File: src/rtl/signed_minmax_scheduler_if.sv
// ============================================================================
// Module   : signed_minmax_scheduler_if
// Purpose  : Sample-in / result-out handshake bundle for the signed min/max
//            frame tracker.
// Ports    : in_valid/in_ready/in_data/in_last   - sample stream
//            out_valid/out_ready/out_max/out_min/out_count - frame result
// Modports : slave  - the tracker (consumes samples, produces results)
//            master - the environment (produces samples, consumes results)
// Revision : 1.0 - initial release
// ============================================================================
`default_nettype none

interface signed_minmax_scheduler_if #(
  parameter int N  = 8,
  parameter int CW = 8
);
  logic          in_valid;
  logic          in_ready;
  logic [N-1:0]  in_data;
  logic          in_last;
  logic          out_valid;
  logic          out_ready;
  logic [N-1:0]  out_max;
  logic [N-1:0]  out_min;
  logic [CW-1:0] out_count;

  modport slave (
    input  in_valid, in_data, in_last, out_ready,
    output in_ready, out_valid, out_max, out_min, out_count
  );

  modport master (
    output in_valid, in_data, in_last, out_ready,
    input  in_ready, out_valid, out_max, out_min, out_count
  );
endinterface

`default_nettype wire

File: src/rtl/signed_minmax_scheduler.sv
// ============================================================================
// Module   : signed_minmax_scheduler (+ comparatorSigned)
// Purpose  : Frame-based running max/min tracker over N-bit two's-complement
//            samples. A single signed comparator is time-shared between the
//            "new sample vs max" and "new sample vs min" checks, sequenced by
//            a five-state FSM. Reports {max, min, count} once per frame.
// Ports    : clk  - clock, rising edge
//            rst  - synchronous active-high reset
//            bus  - signed_minmax_scheduler_if.slave (sample in, result out)
// Revision : 1.0 - initial release
// ============================================================================
`default_nettype none

module comparatorSigned #(
  parameter int N = 8
) (
  input  wire logic [N-1:0] x,
  input  wire logic [N-1:0] y,
  output logic              lt,
  output logic              gt
);
  assign lt = ($signed(x) < $signed(y));
  assign gt = ($signed(x) > $signed(y));
endmodule

module signed_minmax_scheduler #(
  parameter int N  = 8,
  parameter int CW = 8
) (
  input  wire logic                  clk,
  input  wire logic                  rst,
  signed_minmax_scheduler_if.slave   bus
);

  typedef enum logic [2:0] {
    S_IDLE    = 3'd0,
    S_ACCEPT  = 3'd1,
    S_CMP_MAX = 3'd2,
    S_CMP_MIN = 3'd3,
    S_DONE    = 3'd4
  } state_t;

  state_t        state_q;
  state_t        state_d;

  logic [N-1:0]  max_q;
  logic [N-1:0]  min_q;
  logic [N-1:0]  hold_q;
  logic [CW-1:0] count_q;
  logic          last_q;

  logic          accept_ok;
  logic          result_valid;
  logic          in_xfer;
  logic [N-1:0]  cmp_y;
  logic          cmp_lt;
  logic          cmp_gt;

  // The one shared comparator: x is always the held sample, y follows state.
  comparatorSigned #(.N(N)) u_cmp (
    .x  (hold_q),
    .y  (cmp_y),
    .lt (cmp_lt),
    .gt (cmp_gt)
  );

  assign in_xfer = bus.in_valid & accept_ok;

  // State register
  always_ff @(posedge clk) begin
    if (rst) begin
      state_q <= S_IDLE;
    end else begin
      state_q <= state_d;
    end
  end

  // Next-state, handshake outputs and comparator operand select
  always_comb begin
    state_d      = state_q;
    accept_ok    = 1'b0;
    result_valid = 1'b0;
    cmp_y        = max_q;
    case (state_q)
      S_IDLE: begin
        accept_ok = 1'b1;
        if (bus.in_valid) begin
          state_d = bus.in_last ? S_DONE : S_ACCEPT;
        end
      end
      S_ACCEPT: begin
        accept_ok = 1'b1;
        if (bus.in_valid) begin
          state_d = S_CMP_MAX;
        end
      end
      S_CMP_MAX: begin
        cmp_y   = max_q;
        state_d = S_CMP_MIN;
      end
      S_CMP_MIN: begin
        cmp_y   = min_q;
        state_d = last_q ? S_DONE : S_ACCEPT;
      end
      S_DONE: begin
        result_valid = 1'b1;
        if (bus.out_ready) begin
          state_d = S_IDLE;
        end
      end
      default: begin
        state_d = S_IDLE;
      end
    endcase
  end

  // Datapath: first sample seeds max/min directly; later samples are held
  // and folded in over the two compare cycles. Strict lt/gt means ties
  // keep the value already stored.
  always_ff @(posedge clk) begin
    if (rst) begin
      max_q   <= '0;
      min_q   <= '0;
      hold_q  <= '0;
      count_q <= '0;
      last_q  <= 1'b0;
    end else begin
      case (state_q)
        S_IDLE: begin
          if (in_xfer) begin
            max_q   <= bus.in_data;
            min_q   <= bus.in_data;
            count_q <= CW'(1);
          end
        end
        S_ACCEPT: begin
          if (in_xfer) begin
            hold_q <= bus.in_data;
            last_q <= bus.in_last;
          end
        end
        S_CMP_MAX: begin
          if (cmp_gt) begin
            max_q <= hold_q;
          end
        end
        S_CMP_MIN: begin
          if (cmp_lt) begin
            min_q <= hold_q;
          end
          // Saturate at all-ones rather than wrapping.
          if (count_q != {CW{1'b1}}) begin
            count_q <= count_q + CW'(1);
          end
        end
        default: begin
        end
      endcase
    end
  end

  assign bus.in_ready  = accept_ok;
  assign bus.out_valid = result_valid;
  assign bus.out_max   = max_q;
  assign bus.out_min   = min_q;
  assign bus.out_count = count_q;

endmodule

`default_nettype wire
File: src/flat_wrapper.sv
// flat-port wrapper written by rule: the top's interface ports become plain ports
module signed_minmax_scheduler_flat 
#(
  parameter int N  = 8,
  parameter int CW = 8
)
  (clk, rst, bus_in_valid, bus_in_data, bus_in_last, bus_out_ready, bus_in_ready, bus_out_valid, bus_out_max, bus_out_min, bus_out_count);
  signed_minmax_scheduler_if #(.N(N), .CW(CW)) bus_i ();
  input  wire logic clk;
  input  wire logic rst;
  input wire logic [$bits(bus_i.in_valid)-1:0] bus_in_valid;
  input wire logic [$bits(bus_i.in_data)-1:0] bus_in_data;
  input wire logic [$bits(bus_i.in_last)-1:0] bus_in_last;
  input wire logic [$bits(bus_i.out_ready)-1:0] bus_out_ready;
  output wire logic [$bits(bus_i.in_ready)-1:0] bus_in_ready;
  output wire logic [$bits(bus_i.out_valid)-1:0] bus_out_valid;
  output wire logic [$bits(bus_i.out_max)-1:0] bus_out_max;
  output wire logic [$bits(bus_i.out_min)-1:0] bus_out_min;
  output wire logic [$bits(bus_i.out_count)-1:0] bus_out_count;
  assign bus_i.in_valid = bus_in_valid;
  assign bus_i.in_data = bus_in_data;
  assign bus_i.in_last = bus_in_last;
  assign bus_i.out_ready = bus_out_ready;
  assign bus_in_ready = bus_i.in_ready;
  assign bus_out_valid = bus_i.out_valid;
  assign bus_out_max = bus_i.out_max;
  assign bus_out_min = bus_i.out_min;
  assign bus_out_count = bus_i.out_count;
  signed_minmax_scheduler #(.N(N), .CW(CW)) u_core (.clk(clk), .rst(rst), .bus(bus_i));
endmodule
File: config.mk
export PLATFORM = sky130hd
export DESIGN_NAME = signed_minmax_scheduler_flat
export DESIGN_NICKNAME = d
export VERILOG_FILES = /design/src/rtl/signed_minmax_scheduler_if.sv /design/src/rtl/signed_minmax_scheduler.sv /design/src/flat_wrapper.sv
export SDC_FILE = /design/constraint.sdc
export NUM_CORES = 1
export LEC_CHECK = 0
export BUFFER_PORTS_ARGS = -buffer_cell sky130_fd_sc_hd__buf_2
export CORE_ASPECT_RATIO = 0.75
export CORE_MARGIN = 8
export CORE_UTILIZATION = 30
export DETAILED_ROUTE_END_ITERATION = 7
export GPL_ROUTABILITY_DRIVEN = 1
export GPL_TIMING_DRIVEN = 0
export PLACE_DENSITY_LB_ADDON = 0.15
export SETUP_SLACK_MARGIN = 0.4
export SYNTH_ARGS = -nofsm -noshare
export SYNTH_HDL_FRONTEND = slang
export SYNTH_SLANG_ARGS = --single-unit
File: constraint.sdc
create_clock -name clk -period 3.85 [get_ports clk]
set_input_delay 0.385 -clock clk [delete_from_list [all_inputs] [get_ports clk]]
set_output_delay 0.385 -clock clk [all_outputs]
set_load 0.02 [all_outputs]
==> flow_summary.json, run 1 <==
{
  "nets": 309,
  "drive_gt1_share_pct": 23.3,
  "crit_slowest_cell": "sky130_fd_sc_hd__o41a_1",
  "grt_pass1_wl_um": 9350,
  "timing.final.hold_violations": 0,
  "pre_cts_slack_ns": 0.557,
  "place_congestion": 0.766,
  "die_width_um": 111,
  "final_max_slew_viol_count": 0,
  "dp.final_hpwl_um": 4270,
  "fillcell_total": 710,
  "fin_crit_ns": 3.27,
  "syn-cell-area_mm2": 0.00202,
  "wp_buf_inv": 4,
  "initial_utilization_pct": 30.3,
  "grt_pass1_vias": 1798,
  "std_cell_rows": 26,
  "detail-route-antenna-nets": 0,
  "post_drt_via_cell_ratio": 4.75,
  "post_synth_inst_count": 242,
  "timing_worst_setup_path_type": "flop to flop",
  "core_mm2": 0.00667,
  "met2_layer_wire_length_in_the_routed_design_um": 2340,
  "path_max_fanout": 10,
  "report.final.setup_viol": 0,
  "routed-via-count": 1767,
  "ys_seq_area_share_pct": 35.7,
  "timing.fmax_mhz": 305,
  "static-leakage-power_uw": 0.00101,
  "critical_path.startpoint_type": "flop",
  "clkSinkCount": 36,
  "cts.htree.levels": 2,
  "antenna_cells_inserted": 0,
  "ff_latch_area_um2": 721,
  "root_buffer": "sky130_fd_sc_hd__clkbuf_8",
  "cts_max_path_buffers": 2,
  "area.growth.synth_to_final_pct": 20.1,
  "path_common_cell": "sky130_fd_sc_hd__buf_2",
  "ir_drop_mv": 0.141,
  "detailed_router_iteration_count_before_antenna_repair": 4,
  "worstRegToRegCells": 13,
  "dieArea_mm2": 0.00964,
  "multi_input_comb_area_mm2": 0.00116,
  "clkTransAtPathRegs_ns": 0.07,
  "postRouteWirelength_um": 5680,
  "worstMarginPinSlew_ns": 0.528,
  "number_of_antenna_violations_at_the_first_check_in_global_routing": 0,
  "finClkSkew_ns": 0.00849,
  "maxUsedRoutingLayer": "met4",
  "cp.required_ns": 4.02,
  "final.period_utilization_pct": 85.1,
  "run_status": "complete, no violations",
  "detailedRoute.firstIterationViolations": 123,
  "routedWlPerCell_um": 15.3,
  "grt.total_usage_pct": 12.0,
  "globalRouteOverflowTotal": 0,
  "maxSlewHeadroom_pct": 64.8,
  "post_synth_num_cell_types": 39,
  "cts_tree": "built",
  "setup_total_negative_slack_ns": 0,
  "mappedNetlistNets": 264,
  "slowest_delay_ns": 0.45,
  "io-pin-count": 39,
  "rsz0062_at_grt": "false",
  "endpoint_kind": "flop",
  "worst_path_arrival_ns": 3.45,
  "yosysWarningCount": 0,
  "final_critical_path_setup_slack_ns": 0.575,
  "drc": 0,
  "met1_length_um": 3090,
  "drv.max_cap_violation_count": 0,
  "crit_chain": "and3b_1, buf_2, clkbuf_4, buf_2, nor2_1, a21oi_1, ha_1, nand4_1, a211oi_1, o41a_1, o21ba_1, buf_6, mux2_4",
  "clock_insertion_delay_worst_skew_ns": 0.29,
  "min-delay-path-class": "primary input to flop",
  "die_height_um": 87.1,
  "worst_path_dominant_cell_family": "buffers and inverters",
  "worstHoldPathCells": 3,
  "grt_start_max_net_pins": 12,
  "met3RoutedLength_um": 225,
  "synthesis.area_per_instance_um2": 8.35,
  "ys_ff_latch": 36,
  "power.density_cell_area_mw_per_mm2": 400,
  "path_depth": 13,
  "cts_inserted_buffers": 5,
  "port_buffers": 38
}
-- cell usage in the layout (no fill, tap or decap), types with 2 or more instances in the layout --
| cell | instances |
|---|---|
| sky130_fd_sc_hd__a21oi_1 | 28 |
| sky130_fd_sc_hd__a21oi_2 | 2 |
| sky130_fd_sc_hd__and3b_1 | 2 |
| sky130_fd_sc_hd__buf_2 | 41 |
| sky130_fd_sc_hd__buf_4 | 3 |
| sky130_fd_sc_hd__clkbuf_1 | 6 |
| sky130_fd_sc_hd__clkbuf_8 | 5 |
| sky130_fd_sc_hd__dfxtp_1 | 36 |
| sky130_fd_sc_hd__ha_1 | 9 |
| sky130_fd_sc_hd__inv_1 | 16 |
| sky130_fd_sc_hd__mux2_4 | 8 |
| sky130_fd_sc_hd__mux2i_1 | 10 |
| sky130_fd_sc_hd__nand2_1 | 40 |
| sky130_fd_sc_hd__nand2b_1 | 2 |
| sky130_fd_sc_hd__nand3_1 | 2 |
| sky130_fd_sc_hd__nand3b_1 | 2 |
| sky130_fd_sc_hd__nand4_1 | 4 |
| sky130_fd_sc_hd__nor2_1 | 19 |
| sky130_fd_sc_hd__nor2b_1 | 11 |
| sky130_fd_sc_hd__nor3_1 | 6 |
| sky130_fd_sc_hd__o21ai_0 | 3 |
| sky130_fd_sc_hd__o32ai_1 | 8 |
| sky130_fd_sc_hd__xnor2_1 | 5 |
-- layout make-up --
class | instances | area share, %
buffer | 14 | 3.25
tap | 84 | 4.33
sequential | 36 | 29.7
inverter | 16 | 2.48
timing repair buffer | 38 | 7.84
clock inverter | 2 | 1.44
clock buffer | 6 | 2.99
multi-input combinational | 176 | 48.0
-- per-stage QoR --
step / utilization (%) / instances / instance area [um2] / hold WS [ns] / power (uW)
detailed placement: 34.7 / 364 / 2320 / 0.475 / 648
CTS: 36.3 / 372 / 2420 / 0.347 / 984
floorplan: - / 242 / 2020 / 0.449 / 581
global route: 36.4 / 372 / 2430 / 0.336 / 1030
finish: 36.4 / 372 / 2430 / 0.354 / 970
global placement: 34.7 / 364 / 2320 / 0.469 / 648
-- synth_stat cells --
cell / instances / area share [%]
sky130_fd_sc_hd__a211oi_1: 1 / 0.37
sky130_fd_sc_hd__a21o_1: 1 / 0.37
sky130_fd_sc_hd__a21oi_1: 28 / 6.9
sky130_fd_sc_hd__a21oi_2: 2 / 0.87
sky130_fd_sc_hd__a221oi_1: 1 / 0.43
sky130_fd_sc_hd__a2bb2oi_1: 1 / 0.43
sky130_fd_sc_hd__a32oi_1: 1 / 0.43
sky130_fd_sc_hd__and3b_1: 2 / 0.87
sky130_fd_sc_hd__buf_1: 1 / 0.19
sky130_fd_sc_hd__buf_2: 4 / 0.99
sky130_fd_sc_hd__buf_4: 3 / 1.1
sky130_fd_sc_hd__buf_6: 1 / 0.56
sky130_fd_sc_hd__clkbuf_1: 5 / 0.93
sky130_fd_sc_hd__dfxtp_1: 36 / 36
sky130_fd_sc_hd__ha_1: 9 / 5.6
sky130_fd_sc_hd__inv_1: 16 / 3.0
sky130_fd_sc_hd__mux2_4: 8 / 5.9
sky130_fd_sc_hd__mux2i_1: 10 / 5.0
sky130_fd_sc_hd__nand2_1: 40 / 7.4
sky130_fd_sc_hd__nand2b_1: 2 / 0.62
sky130_fd_sc_hd__nand3_1: 2 / 0.50
sky130_fd_sc_hd__nand3b_1: 2 / 0.74
sky130_fd_sc_hd__nand4_1: 4 / 1.2
sky130_fd_sc_hd__nor2_1: 19 / 3.5
sky130_fd_sc_hd__nor2b_1: 11 / 3.4
sky130_fd_sc_hd__nor3_1: 6 / 1.5
sky130_fd_sc_hd__nor3b_1: 1 / 0.37
sky130_fd_sc_hd__nor3b_2: 1 / 0.62
sky130_fd_sc_hd__nor4b_4: 1 / 1.2
sky130_fd_sc_hd__o211ai_1: 1 / 0.37
sky130_fd_sc_hd__o21ai_0: 3 / 0.74
sky130_fd_sc_hd__o21ai_1: 1 / 0.25
sky130_fd_sc_hd__o21ba_1: 1 / 0.50
sky130_fd_sc_hd__o22ai_2: 1 / 0.62
sky130_fd_sc_hd__o32ai_1: 8 / 3.5
sky130_fd_sc_hd__o41a_1: 1 / 0.56
sky130_fd_sc_hd__or2_2: 1 / 0.31
sky130_fd_sc_hd__or3_1: 1 / 0.31
sky130_fd_sc_hd__xnor2_1: 5 / 2.2
-- path summary, 6_finish.rpt --
kind                                                           end  slack, ns                            from
worst max-delay path            u_core.bus.out_min[0]$_SDFFE_PP0P_       0.58  u_core.state_q[0]$_SDFFE_PP0P_
worst min-delay path                    u_core.last_q$_SDFFE_PP0P_       0.35                     bus_in_last
worst min register to register          u_core.last_q$_SDFFE_PP0P_       0.49      u_core.last_q$_SDFFE_PP0P_
worst max register to register  u_core.bus.out_min[0]$_SDFFE_PP0P_       0.58  u_core.state_q[0]$_SDFFE_PP0P_
-- worst reg2reg max path: stages (launching register included) --
cell	delay (ns)
sky130_fd_sc_hd__dfxtp_1	0.42
sky130_fd_sc_hd__and3b_1	0.18
sky130_fd_sc_hd__buf_2	0.24
sky130_fd_sc_hd__clkbuf_4	0.28
sky130_fd_sc_hd__buf_2	0.24
sky130_fd_sc_hd__nor2_1	0.08
sky130_fd_sc_hd__a21oi_1	0.12
sky130_fd_sc_hd__ha_1	0.26
sky130_fd_sc_hd__nand4_1	0.16
sky130_fd_sc_hd__a211oi_1	0.08
sky130_fd_sc_hd__o41a_1	0.45
sky130_fd_sc_hd__o21ba_1	0.20
sky130_fd_sc_hd__buf_6	0.15
sky130_fd_sc_hd__mux2_4	0.30
-- power breakdown --
group	total, uW	switching, uW	internal, uW
registers	413	17.3	396
clock network	330	138	192
logic	227	133	93.5
-- routing by layer --
layer / vias up / GRT usage [%]
met1: 809 / 16.5
met5: - / 0
li1: 919 / -
met4: 0 / 2.93
met3: 2 / 2.69
met2: 37 / 18.2
-- timing repair --
item | 4_1_cts | 5_1_grt
gates resized for setup | 0 | 1
setup buffers | 0 | 0
endpoints found under the setup margin | 0 | 10
endpoints found under the hold margin | 0 | 0
hold buffers | 0 | 0
-- kinds of logic after synthesis --
kind of cell             Yosys count  synth area share [%]
AO/OA/AOI/OAI                     51                  16.3
XOR/XNOR                           5                  2.17
adder cells (fa/ha/maj)            9                  5.57
buffers and inverters             30                  6.75
flip-flops                        36                  35.7
multiplexers                      18                  10.9
AND/OR/NAND/NOR                   93                  22.6
-- sequential cells by signal, indices dropped and copies added (netlist names) --
register              flops
u_core.bus.out_min        8
u_core.bus.out_max        8
u_core.bus.out_count      8
u_core.hold_q             8
u_core.last_q             1
u_core.state_q            3
Note: power is estimated with default switching activity, not from simulation.
==> run 2: changes to the inputs <==
- CORE_MARGIN: 8 -> 2
- clock period: 3.85 -> 4.3 ns (I/O delays scaled with it)
==> run 2 against run 1 <==
Clock power decreased by 29%. Sequential share of layout area up 0.45 points. Fmax decreased by 2.2%. Flip-flop and latch count did not move. Combinational power fell by 11%. Non-clock buffer count unchanged. Final area shrank 1.5%. Critical path depth is the same. Die area is 23% lower. Power is 17% lower. Largest power group unchanged.
==> flow_summary.json, run 2 (same netlist as run 1, synthesis figures left out) <==
{
  "run_status": "complete, no violations",
  "cts.htree.levels": 2,
  "die_width_um": 98.8,
  "multi_input_comb_area_mm2": 0.00116,
  "worstRegToRegCells": 13,
  "nets": 309,
  "r2r_start": "u_core.state_q[0]$_SDFFE_PP0P_",
  "antenna_cells_inserted": 0,
  "detailed_router_iteration_count_before_antenna_repair": 4,
  "clock_insertion_delay_worst_skew_ns": 0.29,
  "report.final.setup_viol": 0,
  "worst_path_dominant_cell_family": "buffers and inverters",
  "postRouteWirelength_um": 5530,
  "dp.final_hpwl_um": 3920,
  "cp-startpoint": "u_core.state_q[0]$_SDFFE_PP0P_",
  "timing_worst_setup_path_type": "flop to flop",
  "routedWlPerCell_um": 15.0,
  "critical_path.startpoint_type": "flop",
  "detailedRoute.firstIterationViolations": 75,
  "min-delay-path-class": "primary input to flop",
  "dieArea_mm2": 0.00741,
  "cts_inserted_buffers": 5,
  "ir_drop_mv": 0.0995,
  "rsz0062_at_grt": "false",
  "finClkSkew_ns": 0.00348,
  "crit_slowest_cell": "sky130_fd_sc_hd__o41a_1",
  "timing.final.hold_violations": 0,
  "grt_pass1_vias": 1674,
  "worstSetupEndpoint": "u_core.bus.out_min[7]$_SDFFE_PP0P_",
  "post_drt_via_cell_ratio": 4.82,
  "post_cts_resized": 0,
  "swShare_pct": 31.9,
  "ff_latch_area_um2": 721,
  "met1_length_um": 2880,
  "slowest_delay_ns": 0.45,
  "routed-via-count": 1775,
  "cts_tree": "built",
  "std_cell_rows": 25,
  "core_mm2": 0.00641,
  "drc": 0,
  "power.density_cell_area_mw_per_mm2": 337,
  "reg2reg_slack_ns": 0.95,
  "final.period_utilization_pct": 77.9,
  "hold_slack_ns": 0.392,
  "port_buffers": 38,
  "path_max_fanout": 10,
  "clkTransAtPathRegs_ns": 0.07,
  "wp_buf_inv": 4,
  "postCtsHoldBufs": 0,
  "maxSlewHeadroom_pct": 57.7,
  "layout.cells.most_common": "sky130_fd_sc_hd__buf_2",
  "timing.fmax_mhz": 299,
  "worstMarginPinSlew_ns": 0.634,
  "die_height_um": 75.1,
  "grt_start_max_net_pins": 11,
  "cts_max_path_buffers": 2,
  "rr_endpoint": "u_core.bus.out_min[7]$_SDFFE_PP0P_",
  "endpoint_kind": "flop",
  "pwr-share-clk_pct": 28.9,
  "power_switching_uw": 257,
  "drv.max_cap_violation_count": 0,
  "postCtsSetupRepairBufs": 0,
  "fillcell_total": 687,
  "fin_crit_ns": 3.35,
  "place_congestion": 0.780,
  "worst_path_arrival_ns": 3.53,
  "met2_layer_wire_length_in_the_routed_design_um": 2210,
  "maxUsedRoutingLayer": "met4",
  "crit_chain": "and3b_1, buf_2, buf_2, buf_2, nor2_1, a21oi_1, ha_1, nand4_1, a211oi_1, o41a_1, o21ba_1, buf_6, mux2_4",
  "final_max_slew_viol_count": 0,
  "static-leakage-power_uw": 0.00100,
  "setup_total_negative_slack_ns": 0,
  "layout.cells.non_filler": 368,
  "dpl-instance-area_mm2": 0.00231,
  "drive_gt1_share_pct": 23.0,
  "path_depth": 13,
  "final_design_area_no_fill_mm2": 0.00239,
  "io-pin-count": 39,
  "layout.core_utilization_pct": 37.3,
  "layout_common_cells": "sky130_fd_sc_hd__buf_2, sky130_fd_sc_hd__nand2_1, sky130_fd_sc_hd__dfxtp_1, sky130_fd_sc_hd__a21oi_1, sky130_fd_sc_hd__nor2_1",
  "clkSinkCount": 36,
  "dp_cells": 361,
  "initial_utilization_pct": 31.5,
  "path_common_cell": "sky130_fd_sc_hd__buf_2",
  "p_comb_share_pct": 25.1,
  "intPower_uw": 549,
  "number_of_antenna_violations_at_the_first_check_in_global_routing": 0,
  "root_buffer": "sky130_fd_sc_hd__clkbuf_8",
  "area.growth.synth_to_final_pct": 18.3,
  "detail-route-antenna-nets": 0,
  "register_share_of_total_power_pct": 46.0,
  "grt_pass1_wl_um": 8740,
  "grt.total_usage_pct": 15.6,
  "met3RoutedLength_um": 395,
  "cp.required_ns": 4.48,
  "globalRouteOverflowTotal": 0
}
run 2: changes by cell type in the layout (fill, tap and decap cells not counted), sizes merged:
cell	delta
clkbuf	-1
bufinv	-1
buf	+1
run 2: power groups by stage:
stage / logic, uW / registers (uW) / clock network [uW]
floorplan: 125 / 395 / 0
global placement: 203 / 378 / 0
detailed placement: 203 / 378 / 0
CTS: 203 / 371 / 243
global route: 221 / 373 / 258
finish: 202 / 370 / 233
run 2: worst min-delay path, stage by stage:
cell,delay (ns)
sky130_fd_sc_hd__buf_2,0.11
sky130_fd_sc_hd__nand2_1,0.05
sky130_fd_sc_hd__a21oi_1,0.05
run 2: layer usage:
metal  vias to the layer above  GRT usage, %
met5                         -             0
met4                         0          4.72
met3                         5          3.99
met2                        46          23.0
met1                       802          22.5
li1                        922             -
run 2: stage by stage:
stage	power [uW]	setup slack (ns)
after floorplan	520	1.45
after global placement	581	0.920
after detailed placement	581	0.966
after CTS	817	0.952
after global routing	852	0.784
final	805	0.951
run 2: worst min path at each step:
stage	from	to	slack, ns	cells after the start
after CTS	bus_in_last	u_core.last_q$_SDFFE_PP0P_	0.39	3
after floorplan	u_core.last_q$_SDFFE_PP0P_	u_core.last_q$_SDFFE_PP0P_	0.45	2
after global placement	u_core.last_q$_SDFFE_PP0P_	u_core.last_q$_SDFFE_PP0P_	0.46	2
final	bus_in_last	u_core.last_q$_SDFFE_PP0P_	0.39	3
after global routing	bus_in_data[1]	u_core.hold_q[1]$_SDFFE_PP0P_	0.39	3
after detailed placement	u_core.last_q$_SDFFE_PP0P_	u_core.last_q$_SDFFE_PP0P_	0.47	2
run 2: cell type report:
cell class / instances / area share [%]
Buffer: 14 / 3.19
Tap cell: 81 / 4.24
Clock buffer: 6 / 3.04
Timing Repair Buffer: 38 / 7.96
Sequential cell: 36 / 30.2
Multi-Input combinational cell: 176 / 48.7
Inverter: 16 / 2.51
Clock inverter: 1 / 0.209
==> run 3: changes to the inputs <==
- clock period: 4.3 -> 2.7 ns (I/O delays scaled with it)
==> run 3 against run 2 <==
The flow now finishes with violations (setup timing). Combinational power rose by 97%. Final cell count rose by 3.8%. Fmax up 21%. Worst setup slack lost 1.0 ns. Power is 73% higher. Flip-flop and latch count did not move. Via count up 4.2%. Highest routed layer unchanged.
==> flow_summary.json, run 3 (same netlist as run 1, synthesis figures left out) <==
{
  "rsz0062_at_grt": "true",
  "grt_start_max_net_pins": 11,
  "routed-via-count": 1850,
  "antenna_cells_inserted": 0,
  "grt.total_usage_pct": 16.8,
  "static-leakage-power_uw": 0.00111,
  "dp_cells": 361,
  "cts_tree": "built",
  "ir_drop_mv": 0.258,
  "layout.cells.most_common": "sky130_fd_sc_hd__nand2_1",
  "drc": 0,
  "fillcell_total": 639,
  "intPower_uw": 952,
  "grt_pass1_vias": 1780,
  "postCtsHoldBufs": 0,
  "number_of_antenna_violations_at_the_first_check_in_global_routing": 0,
  "nets": 322,
  "clkTransAtPathRegs_ns": 0.07,
  "globalRouteOverflowTotal": 0,
  "cts.htree.levels": 2,
  "crit_chain": "and3b_1, buf_6, buf_12, buf_4, nor2_2, a21oi_4, ha_4, nand4_1, buf_4, a211oi_2, o41a_1, o21ba_1, buf_6, mux2_4",
  "fin_crit_ns": 2.76,
  "maxSlewHeadroom_pct": 48.7,
  "port_buffers": 38,
  "grt_pass1_wl_um": 9490,
  "register_share_of_total_power_pct": 42.3,
  "slowest_delay_ns": 0.40,
  "cts_max_path_buffers": 2,
  "die_width_um": 98.8,
  "pre_cts_slack_ns": -0.237,
  "postRouteWirelength_um": 5930,
  "detail-route-antenna-nets": 0,
  "io-pin-count": 39,
  "power_switching_uw": 445,
  "dp.final_hpwl_um": 3900,
  "crit_slowest_cell": "sky130_fd_sc_hd__o41a_1",
  "detailedRoute.firstIterationViolations": 75,
  "swShare_pct": 31.8,
  "setup_total_negative_slack_ns": -0.443,
  "std_cell_rows": 25,
  "cp.required_ns": 2.88,
  "min-delay-path-class": "primary input to flop",
  "final_design_area_no_fill_mm2": 0.00270,
  "pwr-share-clk_pct": 29.3,
  "critical_path.startpoint_type": "flop",
  "post_drt_via_cell_ratio": 4.84,
  "final.period_utilization_pct": 102,
  "ff_latch_area_um2": 727,
  "layout.cells.non_filler": 382,
  "clkSinkCount": 36,
  "worst_path_arrival_ns": 2.94,
  "initial_utilization_pct": 31.5,
  "dieArea_mm2": 0.00741,
  "worstMarginPinSlew_ns": 0.769,
  "violations": "setup timing",
  "drv.max_cap_violation_count": 0,
  "path_max_fanout": 8,
  "cts_inserted_buffers": 5,
  "routedWlPerCell_um": 15.5,
  "place_congestion": 0.796,
  "run_status": "finished, violations left",
  "timing.fmax_mhz": 362,
  "timing_worst_setup_path_type": "flop to flop",
  "area.growth.synth_to_final_pct": 33.4,
  "core_mm2": 0.00641,
  "detailed_router_iteration_count_before_antenna_repair": 4,
  "timing.final.hold_violations": 0,
  "endpoint_kind": "flop",
  "dpl-instance-area_mm2": 0.00234,
  "final_critical_path_setup_slack_ns": -0.0614,
  "p_comb_share_pct": 28.4,
  "power.density_cell_area_mw_per_mm2": 518,
  "report.final.setup_viol": 8,
  "power.total_uw": 1400,
  "die_height_um": 75.1,
  "multi_input_comb_area_mm2": 0.00129,
  "drive_gt1_share_pct": 33.6,
  "finClkSkew_ns": 0.00830,
  "root_buffer": "sky130_fd_sc_hd__clkbuf_8",
  "clock_insertion_delay_worst_skew_ns": 0.29,
  "layout_common_cells": "sky130_fd_sc_hd__nand2_1, sky130_fd_sc_hd__buf_2, sky130_fd_sc_hd__dfxtp_1, sky130_fd_sc_hd__a21oi_1",
  "final_max_slew_viol_count": 0
}
==> run 3: power by group through the flow <==
stage | Combinational [uW] | Clock, uW | Sequential [uW]
6_report | 397 | 409 | 591
5_1_grt | 434 | 444 | 596
4_1_cts | 396 | 422 | 591
3_5_place_dp | 325 | 0 | 604
3_3_place_gp | 326 | 0 | 603
2_1_floorplan | 201 | 0 | 630
==> run 3: critical path, delay by kind of cell, from the launching register on <==
family | cells | cell delay [ns]
buffers and inverters | 5 | 0.69
muxes | 1 | 0.29
AOI/OAI and AO/OA | 4 | 0.68
DFF | 1 | 0.34
adders and majority gates | 1 | 0.23
and+or+nand+nor | 3 | 0.40
==> run 3: through the flow <==
step / hold WS, ns / util, %
CTS: 0.227 / 41.9
detailed placement: 0.470 / 36.5
global route: 0.229 / 42.0
floorplan: 0.406 / -
global placement: 0.469 / 36.5
finish: 0.232 / 42.0
==> run 3: layer usage <==
| metal | vias up | part of all wire, % | global-route usage (%) |
|---|---|---|---|
| met5 | - | 0 | 0 |
| met1 | 850 | 50 | 24.5 |
| met3 | 2 | 6.2 | 3.53 |
| met4 | 0 | 0.32 | 3.20 |
| met2 | 51 | 44 | 26.0 |
| li1 | 947 | - | - |
==> run 3: timing repair <==
item	4_1_cts	5_1_grt
setup endpoints to repair	16	16
endpoints found under the hold margin	0	0
pin swaps	17	2
cloned	1	0
buffers inserted	11	1
gates resized for setup	27	1
==> run 3: path summary, 6_finish.rpt <==
check,from,endpoint,slack (ns),cells after the start
max,u_core.state_q[0]$_SDFFE_PP0P_,u_core.bus.out_min[4]$_SDFFE_PP0P_,-0.06,14
min,bus_in_last,u_core.last_q$_SDFFE_PP0P_,0.23,3
max reg2reg,u_core.state_q[0]$_SDFFE_PP0P_,u_core.bus.out_min[4]$_SDFFE_PP0P_,-0.06,14
min reg2reg,u_core.last_q$_SDFFE_PP0P_,u_core.last_q$_SDFFE_PP0P_,0.48,2
==> run 3: cell type report <==
cell class / count / share of cell area [%]
buffer: 14 / 3.99
clock buffer: 8 / 3.34
inverter: 16 / 2.23
multi-input combinational: 176 / 48.0
sequential: 36 / 27.0
tap: 81 / 3.76
timing repair buffer: 51 / 11.7
